## src/rtl/dma_pkg.sv

```systemverilog
// Shared DMA constants and FSM encoding, also used by the CPU-side stall logic
// for its DMA_LENGTH-1 terminal compare.
package dma_pkg;

    localparam int WORD_SIZE  = 16;
    localparam int DMA_LENGTH = 12;
    localparam int CNT_W      = 4;

    typedef enum logic [2:0] {
        ST_IDLE,
        ST_REQUEST,
        ST_XFER,
        ST_WAIT_ACK,
        ST_DONE
    } dma_fsm_e;

    function automatic logic is_last_word(input logic [CNT_W-1:0] cnt, input int length);
        return cnt == CNT_W'(length - 1);
    endfunction

endpackage

```

## src/rtl/dma_word_counter.sv

```systemverilog
// Transfer word counter: clear, increment or hold, with a last-word flag.
module dma_word_counter
    import dma_pkg::*;
#(
    parameter int LENGTH = DMA_LENGTH
) (
    input  logic             clk,
    input  logic             reset,
    input  logic             clear,
    input  logic             incr,
    output logic [CNT_W-1:0] count,
    output logic             last
);

    always_ff @(posedge clk or posedge reset) begin
        if (reset) begin
            count <= '0;
        end else if (clear) begin
            count <= '0;
        end else if (incr) begin
            count <= count + 1'b1;
        end
    end

    assign last = is_last_word(count, LENGTH);

endmodule

```

## src/rtl/dma_controller.sv

```systemverilog
// Device-to-memory DMA engine: requests the bus, copies DMA_LENGTH device words
// to cmd_addr onward, and raises a one-cycle completion interrupt.
//
//  state       | meaning
//  ST_IDLE     | waiting for cmd_valid; BR low
//  ST_REQUEST  | BR high, waiting for BG
//  ST_XFER     | capture dev_data, raise mem_write
//  ST_WAIT_ACK | mem_write held until mem_ack
//  ST_DONE     | last word written; pulse dma_done and return to idle
module dma_controller
    import dma_pkg::*;
#(
    parameter int WORD_SIZE  = dma_pkg::WORD_SIZE,
    parameter int DMA_LENGTH = dma_pkg::DMA_LENGTH
) (
    input  logic                 clk,
    input  logic                 reset,
    input  logic                 cmd_valid,
    input  logic [WORD_SIZE-1:0] cmd_addr,
    input  logic                 BG,
    input  logic [WORD_SIZE-1:0] dev_data,
    input  logic                 mem_ack,
    output logic                 BR,
    output logic [3:0]           dma_state,
    output logic [3:0]           dev_offset,
    output logic [WORD_SIZE-1:0] mem_addr,
    output logic [WORD_SIZE-1:0] mem_data,
    output logic                 mem_write,
    output logic                 dma_done
);

    dma_fsm_e             state;
    logic [WORD_SIZE-1:0] base_addr;
    logic                 cnt_clear;
    logic                 cnt_incr;
    logic                 cnt_last;

    // The counter only advances on an accepted write, so a bus pause replays the word.
    assign cnt_clear = (state == ST_IDLE) && cmd_valid;
    assign cnt_incr  = (state == ST_WAIT_ACK) && mem_ack && !cnt_last;

    dma_word_counter #(
        .LENGTH (DMA_LENGTH)
    ) u_word_counter (
        .clk   (clk),
        .reset (reset),
        .clear (cnt_clear),
        .incr  (cnt_incr),
        .count (dma_state),
        .last  (cnt_last)
    );

    assign dev_offset = dma_state;
    assign mem_addr   = base_addr + WORD_SIZE'(dma_state);

    always_ff @(posedge clk or posedge reset) begin
        if (reset) begin
            state     <= ST_IDLE;
            base_addr <= '0;
            mem_data  <= '0;
            mem_write <= 1'b0;
            BR        <= 1'b0;
            dma_done  <= 1'b0;
        end else begin
            dma_done <= 1'b0;
            case (state)
                ST_IDLE: begin
                    BR        <= 1'b0;
                    mem_write <= 1'b0;
                    if (cmd_valid) begin
                        base_addr <= cmd_addr;
                        BR        <= 1'b1;
                        state     <= ST_REQUEST;
                    end
                end
                ST_REQUEST: begin
                    BR <= 1'b1;
                    if (BG) begin
                        state <= ST_XFER;
                    end
                end
                ST_XFER: begin
                    if (!BG) begin
                        state <= ST_REQUEST;
                    end else begin
                        mem_data  <= dev_data;
                        mem_write <= 1'b1;
                        state     <= ST_WAIT_ACK;
                    end
                end
                ST_WAIT_ACK: begin
                    if (mem_ack) begin
                        // An ack coinciding with a grant drop still completes the word.
                        mem_write <= 1'b0;
                        if (cnt_last) begin
                            BR    <= 1'b0;
                            state <= ST_DONE;
                        end else if (BG) begin
                            state <= ST_XFER;
                        end else begin
                            state <= ST_REQUEST;
                        end
                    end else if (!BG) begin
                        mem_write <= 1'b0;
                        state     <= ST_REQUEST;
                    end
                end
                ST_DONE: begin
                    BR       <= 1'b0;
                    dma_done <= 1'b1;
                    state    <= ST_IDLE;
                end
                default: begin
                    state <= ST_IDLE;
                end
            endcase
        end
    end

endmodule

```

## config.mk

```make
export PLATFORM = sky130hd
export DESIGN_NAME = dma_controller
export DESIGN_NICKNAME = d
export VERILOG_FILES = /design/src/rtl/dma_pkg.sv /design/src/rtl/dma_word_counter.sv /design/src/rtl/dma_controller.sv
export SDC_FILE = /design/constraint.sdc
export NUM_CORES = 1
export LEC_CHECK = 0
export CORE_MARGIN = 4
export CORE_UTILIZATION = 45
export CTS_CLUSTER_DIAMETER = 100
export DETAILED_ROUTE_END_ITERATION = 7
export PLACE_DENSITY = 0.9
export SLEW_MARGIN = 20
export SYNTH_ARGS = -nofsm -noshare
export SYNTH_HDL_FRONTEND = slang
export SYNTH_SLANG_ARGS = --single-unit
```

## constraint.sdc

```tcl
create_clock -name clk -period 2.25 [get_ports clk]
set_clock_uncertainty 0.05 [all_clocks]
set_input_delay 0.45 -clock clk [delete_from_list [all_inputs] [get_ports clk]]
set_output_delay 0.45 -clock clk [all_outputs]
set_load 0.02 [all_outputs]
```

==> results_dict.tcl <==
set metrics [dict create \
    violations "negative setup slack" \
    slew-limit-headroom_pct 64.8 \
    die_x_um 78.0 \
    rsz0062_at_grt "true" \
    cts.sinks 42 \
    cts_tree "yes" \
    cp.required_ns 1.75 \
    place_inst 335 \
    h-tree-depth 2 \
    clk_latency_ns 0.29 \
    synth_area_um2 2200 \
    setup.worst_path.start_class "register" \
    num_rows 25 \
    synthArstFlopShare_pct 100 \
    finalSetupViolCount 12 \
    clkTransAtPathRegs_ns 0.08 \
    syn_to_final_growth_pct 58.3 \
    max_freq_mhz 399 \
    grt_use_met2_pct 32.4 \
    antenna_left 0 \
    avgSynthCellArea_um2 12.3 \
    worstPathArrival_ns 2.01 \
    period_minus_slack_ns 2.51 \
    gp_congestion 0.828 \
    hold_violations 0 \
    netlist_instances 179 \
    final_cell_area_um2 3490 \
    wl_per_cell_um 16.2 \
    path_class "register to output pin" \
    yosysMostFrequentCell "dfrtp_1" \
    nNetsFinal 324 \
    period_share_pct 111 \
    routed_wl_um 5640 \
    synth-main-ff-cell "dfrtp_1" \
    post-dp-hpwl_um 3890 \
    max_slew.worst_pin.slew_ns 0.528 \
    numPortBuffers 79 \
    ys_ff_latch 42 \
    synth-edff-count 0 \
    fp.coreArea_um2 4720 \
    first_pass_iters 4 \
    met3_usage_pct 6.03 \
    num_vias 1785 \
    post_dp_cell_area_um2 3230 \
    cts_max_path_buffers 2 \
    initial_core_util_pct 46.6 \
    hold_class "register to register" \
    fp.dieH_um 78.0 \
    tns_ns -2.34 \
    status "finished, violations left" \
    grt_max_degree 43 \
    synth_top_area_cell "dfrtp_1" \
    top_level_ports 80 \
    grt-ovfl-total 0 \
    first_global_vias 1876 \
    grt_busiest_layer "met2" \
    cp_max_fo 4 \
    antenna_found_initial 0 \
    syn_nets 222 \
    die-area_um2 6080 \
    synth_cell_types 39 \
    drt_iter0_drc 78 \
    cts-root-buf "clkbuf_8" \
    yosysWarningCount 0 \
    vias_per_cell 5.11 \
    p_per_area_nw_per_um2 1410 \
    drc 0 \
    cap_violations 0 \
    worst_slack_ns -0.256 \
    cts_made_buffers 5 \
    synth_top_area_share_pct 47.7 \
    grt_pass1_wl_um 8890 \
    synth_commonest_cells "dfrtp_1, mux2_2, xnor2_1, mux2_4, nand2_1" \
    grt_use_met1_pct 20.7 \
    leakagePower_uw 0.00150 \
    finalMaxSlewViolations 0 \
    ys_top_cells_by_area "dfrtp_1, mux2_2, mux2_4, xnor2_1, ha_1" \
    hold_slack_ns 0.451 \
    num_antenna_cells 0 \
    synth-seq-area-share_pct 47.7 \
    final_cells 349 \
    vdd_drop_max_v 0.000833 \
    cp-end-kind "output pin" \
    grt_util_all_layers_pct 18.7 \
    drive_gt1_share_pct 40.1 \
    utilization_pct 73.8 \
    holdBufCountCts 0 \
]
[metal layers]
| layer | wire length [um] | share of wire, % |
|---|---|---|
| met5 | 0 | 0 |
| met4 | 125 | 2.2 |
| met3 | 458 | 8.1 |
| met2 | 2870 | 51 |
| met1 | 2180 | 39 |
[cells by family after synthesis]
group / after synthesis / synth area share, %
AO/OA/AOI/OAI: 19 / 5.40
XOR/XNOR: 16 / 6.36
adder cells (fa/ha/maj): 6 / 3.75
buffers and inverters: 17 / 5.57
flip-flops: 42 / 47.7
multiplexers: 32 / 17.9
AND/OR/NAND/NOR: 47 / 13.3
[repair_timing]
item / CTS / global route
endpoints found under the hold margin: 0 / 0
resized for setup: 84 / 16
pin swaps: 8 / 12
setup buffers: 1 / 5
setup endpoints to repair: 15 / 14
[critical path, cell delays in order (launching register included)]
cell and delay (ns):
dfrtp_2 0.43, ha_4 0.31, nand3_2 0.09, o211ai_1 0.18, buf_4 0.18, buf_12 0.11, nand2_1 0.06, xnor2_1 0.18
buf_4 0.17
[stage by stage]
step / setup WS (ns) / power (uW)
floorplan: 0.00821 / 2920
global placement: -0.397 / 4060
detailed placement: -0.477 / 4150
CTS: -0.235 / 4730
global route: -0.326 / 5210
finish: -0.256 / 4920
[power breakdown]
part	switching, uW	total, uW	internal, uW
combinational	1340	2920	1580
sequential	311	1420	1110
clock	249	581	332
total	1900	4920	3020
[layout make-up]
type                            count  area [um2]
Multi-Input combinational cell    120        1200
Clock buffer                        7        76.3
Fill cell                         315        1240
Clock inverter                      1        30.0
Tap cell                           67        83.8
Inverter                            5        18.8
Sequential cell                    42        1060
Timing Repair Buffer              107        1020
[cells in the final DEF, fill, tap and decap left out, types with 4 or more instances in the layout]
master            n
inv_1             4
ha_4              4
buf_4            32
dfrtp_2           4
o21ai_0           4
buf_6             5
xnor2_2           5
xnor2_1           6
clkdlybuf4s50_1  64
nor2_1            7
mux2_4            9
dfrtp_1          38
nand2_1           6
mux2_2           23
clkbuf_8          5
nor3_1            4
a21oi_1           4
[sequential cells by signal, summed over array words and instances (netlist names)]
name	flops
mem_write	1
base_addr	16
u_word_counter.count	4
dma_done	1
state	3
BR	1
mem_data	16
[final timing paths]
check / startpoint / endpoint / slack (ns) / cells after the start
setup / recovery: u_word_counter.count[2] / mem_addr[13] / -0.26 / 8
hold / removal: mem_write / mem_write / 0.45 / 1
setup reg to reg: u_word_counter.count[0] / u_word_counter.count[2] / 0.53 / 6
hold reg to reg: mem_write / mem_write / 0.45 / 1
max in group asynchronous: reset / u_word_counter.count[2] / 1.22 / 3
min in group asynchronous: reset / mem_data[12] / 0.53 / 3
Note: power is estimated with default switching activity, not from simulation.
